[src/rtl/myo_spi_responder.sv]
// myo_spi_responder: oversampled mode-0 SPI slave for the myocontrol link; streams TX words out and delivers RX words.
`timescale 1ns/1ps
module myo_spi_responder #(
  parameter int WORD_BITS   = 16,
  parameter int FRAME_WORDS = 12
) (
  input  logic                 clk,
  input  logic                 reset_n,
  input  logic                 sck,
  input  logic                 ss_n,
  input  logic                 mosi,
  output logic                 miso,
  output logic                 miso_oe,
  output logic                 tx_rd,
  output logic [3:0]           tx_index,
  input  logic [WORD_BITS-1:0] tx_data,
  output logic [WORD_BITS-1:0] rx_data,
  output logic [3:0]           rx_index,
  output logic                 rx_valid,
  output logic                 frame_done,
  output logic                 frame_error
);
  localparam int BW = $clog2(WORD_BITS);
  localparam logic [BW-1:0] LAST_BIT = BW'(WORD_BITS - 1);
  localparam logic [4:0] FW = 5'(FRAME_WORDS);
  typedef enum logic [1:0] {IDLE, LOAD, SHIFT} state_t;
  state_t state;
  logic [1:0] sck_s, ss_s, mosi_s;
  logic sck_p, ss_p, mosi_q, sck_rise, sck_fall, ss_fall, ss_rise;
  logic [BW-1:0] bit_cnt;
  logic [4:0] word_cnt, word_nxt;
  logic [WORD_BITS-1:0] tx_sr, rx_sr, hold, rx_nxt;
  assign word_nxt = word_cnt + 5'd1;
  assign rx_nxt = {rx_sr[WORD_BITS-2:0], mosi_q};
  // ss_n chain resets low so a frame already running at reset release cannot fake an ss_fall
  always_ff @(posedge clk or negedge reset_n)
    if (!reset_n) begin
      sck_s <= '0;
      ss_s <= '0;
      mosi_s <= '0;
      sck_p <= 1'b0;
      ss_p <= 1'b0;
      mosi_q <= 1'b0;
      sck_rise <= 1'b0;
      sck_fall <= 1'b0;
      ss_fall <= 1'b0;
      ss_rise <= 1'b0;
    end else begin
      sck_s <= {sck_s[0], sck};
      ss_s <= {ss_s[0], ss_n};
      mosi_s <= {mosi_s[0], mosi};
      sck_p <= sck_s[1];
      ss_p <= ss_s[1];
      mosi_q <= mosi_s[1];
      sck_rise <= sck_s[1] & ~sck_p;
      sck_fall <= ~sck_s[1] & sck_p;
      ss_fall <= ~ss_s[1] & ss_p;
      ss_rise <= ss_s[1] & ~ss_p;
    end
  always_ff @(posedge clk or negedge reset_n)
    if (!reset_n) begin
      state <= IDLE;
      miso <= 1'b0;
      miso_oe <= 1'b0;
      tx_rd <= 1'b0;
      tx_index <= '0;
      rx_data <= '0;
      rx_index <= '0;
      rx_valid <= 1'b0;
      frame_done <= 1'b0;
      frame_error <= 1'b0;
      bit_cnt <= '0;
      word_cnt <= '0;
      tx_sr <= '0;
      rx_sr <= '0;
      hold <= '0;
    end else begin
      tx_rd <= 1'b0;
      rx_valid <= 1'b0;
      frame_done <= 1'b0;
      frame_error <= 1'b0;
      case (state)
        IDLE: begin
          miso_oe <= 1'b0;
          miso <= 1'b0;
          bit_cnt <= '0;
          word_cnt <= '0;
          if (ss_fall) begin
            tx_rd <= 1'b1;
            tx_index <= '0;
            state <= LOAD;
          end
        end
        LOAD: begin
          tx_sr <= tx_data;
          miso <= tx_data[WORD_BITS-1];
          miso_oe <= 1'b1;
          bit_cnt <= '0;
          word_cnt <= '0;
          state <= SHIFT;
        end
        SHIFT: begin
          if (tx_rd) hold <= tx_data;
          if (ss_rise) begin
            state <= IDLE;
            miso_oe <= 1'b0;
            miso <= 1'b0;
            frame_done <= bit_cnt == '0 && word_cnt == FW;
            frame_error <= !(bit_cnt == '0 && word_cnt == FW);
          end else if (sck_rise) begin
            rx_sr <= rx_nxt;
            bit_cnt <= bit_cnt == LAST_BIT ? '0 : bit_cnt + 1'b1;
            if (bit_cnt == LAST_BIT) begin
              if (word_cnt < FW) begin
                rx_data <= rx_nxt;
                rx_index <= word_cnt[3:0];
                rx_valid <= 1'b1;
              end
              if (word_cnt <= FW) word_cnt <= word_nxt;
              if (word_nxt < FW) begin
                tx_rd <= 1'b1;
                tx_index <= word_nxt[3:0];
              end else hold <= '0;
            end
          end else if (sck_fall) begin
            tx_sr <= bit_cnt == '0 ? hold : {tx_sr[WORD_BITS-2:0], 1'b0};
            miso <= bit_cnt == '0 ? hold[WORD_BITS-1] : tx_sr[WORD_BITS-2];
          end
        end
        default: state <= IDLE;
      endcase
    end
endmodule

[config.mk]
export PLATFORM = sky130hd
export DESIGN_NAME = myo_spi_responder
export DESIGN_NICKNAME = d
export VERILOG_FILES = /design/src/rtl/myo_spi_responder.sv
export SDC_FILE = /design/constraint.sdc
export NUM_CORES = 1
export LEC_CHECK = 0
export CORE_MARGIN = 1
export CORE_UTILIZATION = 50
export CTS_CLUSTER_SIZE = 16
export DETAILED_ROUTE_END_ITERATION = 6
export PLACE_DENSITY_LB_ADDON = 0.05
export SETUP_SLACK_MARGIN = 0.1
export SLEW_MARGIN = 20
export SYNTH_ARGS = -nofsm -noshare
export SYNTH_HDL_FRONTEND = slang
export SYNTH_SLANG_ARGS = --single-unit
[constraint.sdc]
create_clock -name clk -period 2 [get_ports clk]
set_clock_uncertainty 0.15 [all_clocks]
set_input_delay 0.6 -clock clk [delete_from_list [all_inputs] [get_ports clk]]
set_output_delay 0.6 -clock clk [all_outputs]
set_load 0.02 [all_outputs]
Word-level counts from Yosys, hierarchy flattened
Cells that the tools add are included.
{"block": "classes", "add_sub_neg": 2, "n_lt_le_gt_ge": 3, "eq_ne": 15, "muxes": 50, "bitwise": 9, "n_reduce_logical": 18}
{"cell": "2-to-1 mux 16 bit", "count": 5}
{"cell": "2-to-1 mux 15 bit", "count": 4}
{"cell": "2-to-1 mux 4 bit", "count": 8}
{"cell": "one-hot mux 15 bit (2 select lines)", "count": 1}
{"cell": "2-to-1 mux 5 bit", "count": 4}
{"cell": "2-to-1 mux 1 bit", "count": 19}
{"cell": "!= test 2 bit, second input constant", "count": 9}
{"cell": "one-hot mux 4 bit (2 select lines)", "count": 2}
{"cell": "less-than comparator 5 x 4 -> 1 bit, second input constant", "count": 2}
{"cell": "one-hot mux 5 bit (2 select lines)", "count": 1}
{"cell": "AND reduction 5 bit", "count": 2}
{"cell": "AND reduction 3 bit", "count": 3}
{"cell": "!= test 3 bit, second input constant", "count": 2}
{"cell": "one-hot mux 1 bit (3 select lines)", "count": 2}
{"cell": "one-hot mux 2 bit (3 select lines)", "count": 1}
{"cell": "AND reduction 6 bit", "count": 1}
{"cell": "nonzero test 2 bit", "count": 3}
{"cell": "adder 5 x 1 -> 5 bit, second input constant", "count": 1}
{"cell": "== test 5 x 4 -> 1 bit, second input constant", "count": 1}
{"cell": "<= comparator 5 x 4 -> 1 bit, second input constant", "count": 1}
{"cell": "NOT 1 bit", "count": 5}
{"cell": "adder 4 x 1 -> 4 bit, second input constant", "count": 1}
{"cell": "AND 1 bit", "count": 4}
{"cell": "== test 4 bit, second input constant", "count": 1}
{"cell": "12 further kinds", "count": 14}
{"block": "totals", "reg_bits": 100, "in_bits": 21, "out_inout_bits": 30, "wordCells": 122}

Logic depth before layout (Yosys ltp)
Gate-level depths: netlist (run 1).
{"block": "logic_depth", "ltp_word": 7, "depth_mapped": 9}

Least setup slack after synthesis (run 1)
OpenSTA, ideal clock, no wires.
{"block": "synth_timing", "path_type": "register to register", "start": "reg word_cnt[0]", "end": "reg hold[10]", "setup_ns": 0.120, "arrival_time_ns": 1.750, "path_slack_ns": -0.021, "stages_incl_launch_ff": 10, "path_buffers": 3, "path_cell_list": "dfrtp_1 -> ha_1 -> clkbuf_1 -> nand4_1 -> o31ai_1 -> nor3b_2 -> and2_1 -> buf_6 -> buf_8 -> a21oi_1"}
{"block": "synth_between", "elab_chain_cells": 6}
{"element": "from (decl)", "line_no": "31", "text": "logic [4:0] word_cnt, word_nxt;"}
{"element": "from (signal assigned)", "line_no": "119", "text": "if (word_cnt <= FW) word_cnt <= word_nxt;"}
{"element": "adder 5 x 1 -> 5 bit", "line_no": "33", "text": "assign word_nxt = word_cnt + 5'd1;"}
{"element": "less-than comparator 5 x 4 -> 1 bit", "line_no": "120", "text": "if (word_nxt < FW) begin"}
{"element": "2-to-1 mux 16 bit", "line_no": "120"}
{"element": "2-to-1 mux 16 bit", "line_no": "113", "text": "if (bit_cnt == LAST_BIT) begin"}
{"element": "2-to-1 mux 16 bit", "line_no": "110", "text": "end else if (sck_rise) begin"}
{"element": "2-to-1 mux 16 bit", "line_no": "104", "text": "if (ss_rise) begin"}
{"element": "to (signal assigned)", "line_no": "103", "text": "if (tx_rd) hold <= tx_data;"}
{"element": "to (decl)", "line_no": "32", "text": "logic [WORD_BITS-1:0] tx_sr, rx_sr, hold, rx_nxt;"}
No other way between the ends.
A chain may end at the register's enable or synchronous reset.

Final worst setup path (run 1)
{"block": "layout_timing", "start": "reg state[0]", "end": "reg rx_data[2]"}
{"block": "layout_between", "elab_chain_cells": 2}
{"element": "from (decl)", "line_no": "27", "text": "state_t state;"}
{"element": "from (signal assigned)", "line_no": "62", "text": "state <= IDLE;"}
{"element": "from (signal assigned)", "line_no": "91", "text": "state <= LOAD;"}
{"element": "from (signal assigned)", "line_no": "100", "text": "state <= SHIFT;"}
{"element": "== test 2 bit", "line_no": "82", "text": "case (state)"}
{"element": "AND reduction 5 bit (no source line)"}
{"element": "to (signal assigned)", "line_no": "115", "text": "rx_data <= rx_nxt;"}
{"element": "to (decl)", "line_no": "17", "text": "output logic [WORD_BITS-1:0] rx_data,"}
No other way between the ends.

==> impl_metrics.tcl, run 1 <==
set metrics [dict create \
    outcome "finished, final reports clean" \
    path_buf_inv 3 \
    maxCapViolCount 0 \
    wire_per_inst_um 14.5 \
    grt_pass1_vias 3037 \
    fmax_mhz 523 \
    finalSetupTns_ns 0 \
    ys_top_cells_by_count "nand2_1, dfrtp_1, a21oi_1, nor2_1, o21ai_0" \
    r2r_cells 8 \
    clockRootBuffer "clkbuf_8" \
    cp.required_ns 2.11 \
    async_flop_share 1.00 \
    clock_path_buffers 2 \
    layout-drive-gt1-share 0.198 \
    grt_usage 0.206 \
    vdd_drop_max_v 0.000619 \
    ys_seq_area_frac 0.563 \
    drtPass1Iterations 5 \
    worst_path_max_delay_cell "dfrtp_1" \
    antenna_found_initial 0 \
    fill_cells 747 \
    slew_headroom 0.737 \
    drt_iter0_markers 128 \
    pre_cts_slack_ns 0.0157 \
    clk_latency_ns 0.36 \
    synthCells 429 \
    ant_nets 0 \
    avgSynthCellArea_sq_um 10.4 \
    slew_violations 0 \
    min_period_ns 1.91 \
    end_kind "flip-flop" \
    cts_tree "yes" \
    crit_path_start_kind "flip-flop" \
    start_util 0.512 \
    cp.depth 8 \
    p_leak_nw 2.88 \
    fin_cells 617 \
    grtUsageMet1 0.283 \
    antenna_cells 0 \
    min_path_type "reg2reg" \
    crit_fanout 10 \
    vias 3184 \
    cts_sinks 100 \
    cp_cell_sequence "inv_2 > ha_4 > inv_2 > or2_4 > nor2_4 > nand3b_4 > clkbuf_16 > mux2_4" \
    post-route-period-util 0.956 \
    total_power_mw 5.67 \
    min_path_cells 0 \
    worst_pin_slew_ns 0.394 \
    slowest_delay_ns 0.40 \
    setup_viol 0 \
    synthesis.nets 458 \
    grt_use_met2 0.327 \
    yosysWarnings 0 \
    final_hold_viol_count 0 \
    port-buffer-count 50 \
    synth-seq-cells 100 \
    synth_edf_count 0 \
    power_density_nw_per_um2 1010 \
    io_pins 51 \
    hpwlAfterDp_um 5810 \
    rows 34 \
    die-area_sq_um 9270 \
    worst_slack_ns 0.0889 \
    met3_usage 0.0537 \
    synth.area.top_cells "dfrtp_1, nand2_1, mux2_4" \
    critPathMostFrequentCell "inv_2" \
    yosysMostFrequentCell "nand2_1" \
    cts-buffers-inserted 9 \
    syn_area_sq_um 4440 \
    totalWireLength_um 8950 \
    final_nets 533 \
    overflow 0 \
    yosys.cell_types.count 47 \
    synth_flop_cell "dfrtp_1" \
    area_delta_synth_final_pct 26.6 \
    fp.dieW_um 96.3 \
    clk_pin_slew_worst_paths_ns 0.10 \
    rsz0062_at_grt "true" \
    die_h_um 96.3 \
    via_per_inst 5.16 \
    place_inst 584 \
    path_class "reg2reg" \
    drc 0 \
    core-area_sq_um 8680 \
    critPathArrivalTime_ns 2.02 \
    grt_busiest_layer "met2" \
    synth_top_area_frac 0.563 \
    yosysTopAreaCell "dfrtp_1" \
    cp_top_family "simple AND/OR/NAND/NOR gates" \
    dpl_cell_area_sq_um 5210 \
    final_area_sq_um 5630 \
    grt_pass1_wl_um 14400 \
    cts_max_level 3 \
    globalplace.congestion 0.818 \
    grt_start_max_net_pins 46 \
]
[state kept, by name, indices dropped and copies added, names as in the netlist, 2 cells and up]
register  cells
rx_data      16
ss_s          2
mosi_s        2
rx_index      4
hold         16
bit_cnt       4
rx_sr        15
tx_index      4
tx_sr        15
state         2
sck_s         2
word_cnt      5
[through the flow]
step / hold WS (ns) / utilization
4_1_cts: 0.198 / 0.626
3_5_place_dp: 0.186 / 0.600
3_3_place_gp: 0.183 / 0.600
6_report: 0.194 / 0.648
2_1_floorplan: 0.154 / -
5_1_grt: 0.200 / 0.648
[worst reg2reg max path: cells and delay by family (launching register included)]
family | cells | cell delay (ns)
flip-flops | 1 | 0.40
buffers and inverters | 3 | 0.32
adder cells (fa/ha/maj) | 1 | 0.14
AND/OR/NAND/NOR | 3 | 0.50
multiplexers | 1 | 0.30
[cell type report]
cell class | count | area [sq um] | share of cell area
clock buffers | 9 | 124 | 0.0220
multi-input cells | 294 | 1870 | 0.333
repair buffers | 88 | 867 | 0.154
clock inverters | 7 | 81.3 | 0.0145
flip-flops and latches | 100 | 2500 | 0.445
inverters | 11 | 41.3 | 0.00734
well taps | 108 | 135 | 0.0240
[worst paths after layout]
| path | slack [ns] | to | start |
|---|---|---|---|
| setup / recovery | 0.09 | rx_data[2] | state[0] |
| hold / removal | 0.19 | mosi_q | mosi_s[1] |
| setup reg to reg | 0.09 | rx_data[2] | state[0] |
| hold reg to reg | 0.19 | mosi_q | mosi_s[1] |
| max in group asynchronous | 0.57 | word_cnt[1] | reset_n |
| min in group asynchronous | 0.55 | tx_sr[3] | reset_n |
[power by group]
| part | switching [mW] | internal, mW | total, mW |
|---|---|---|---|
| Sequential | 0.230 | 2.42 | 2.65 |
| Clock | 0.727 | 0.599 | 1.33 |
| Combinational | 0.911 | 0.788 | 1.70 |
[metal layers]
metal	share of wire	vias to the layer above
met1	0.49	1533
met4	0.0051	0
met5	0	-
li1	-	1589
met2	0.47	58
met3	0.041	4
[cell families (layout without fill, tap and decap cells)]
group                      after synthesis  in the layout  share of synthesized area
buffers and inverters                   35            115                     0.0394
and+or+nand+nor                        170            170                      0.167
muxes                                   37             37                      0.106
adders and majority gates                8              8                     0.0225
xor gates and xnor gates                 3              3                    0.00591
AOI/OAI and AO/OA                       76             76                     0.0969
DFF                                    100            100                      0.563
[layout by cell type, fill, tap and decap left out, types with 2 or more instances in the layout]
| cell type | instances |
|---|---|
| dfrtp_1 | 98 |
| nand3_1 | 7 |
| clkdlybuf4s15_1 | 4 |
| ha_1 | 3 |
| mux2i_1 | 15 |
| and3_1 | 4 |
| mux2_2 | 3 |
| clkinv_4 | 2 |
| ha_4 | 3 |
| dlygate4sd2_1 | 26 |
| o21ai_1 | 14 |
| mux2_4 | 19 |
| a31oi_1 | 2 |
| buf_12 | 6 |
| ha_2 | 2 |
| nor3b_2 | 2 |
| buf_4 | 29 |
| nor3_1 | 2 |
| clkdlybuf4s50_1 | 19 |
| and2_1 | 2 |
| inv_6 | 2 |
| o31ai_1 | 3 |
| inv_1 | 7 |
| nand2_1 | 110 |
| clkbuf_16 | 2 |
| clkbuf_8 | 9 |
| inv_2 | 4 |
| nor2b_1 | 4 |
| xor2_1 | 3 |
| a21oi_1 | 35 |
| nor2_1 | 24 |
| dfrtp_2 | 2 |
| o21ai_0 | 11 |
| o211ai_1 | 3 |
[repair_timing]
item / in CTS / in global routing
cloned: 0 / 2
setup buffers: 6 / 8
gates resized for setup: 30 / 36
hold buffers: 1 / 0
setup endpoints to repair: 70 / 67
pin swaps: 1 / 6
endpoints found under the hold margin: 5 / 0
No activity file was read; power rests on OpenSTA's default activity.
==> run 2: changes to the inputs <==
--- a/config.mk
+++ b/config.mk
@@ -5,7 +5,6 @@
 export SDC_FILE = /design/constraint.sdc
 export NUM_CORES = 1
 export LEC_CHECK = 0
-export CORE_MARGIN = 1
 export CORE_UTILIZATION = 50
 export CTS_CLUSTER_SIZE = 16
 export DETAILED_ROUTE_END_ITERATION = 6
==> results of run 2 <==
No change in the layout: final DEF, timing and power equal those of run 1.
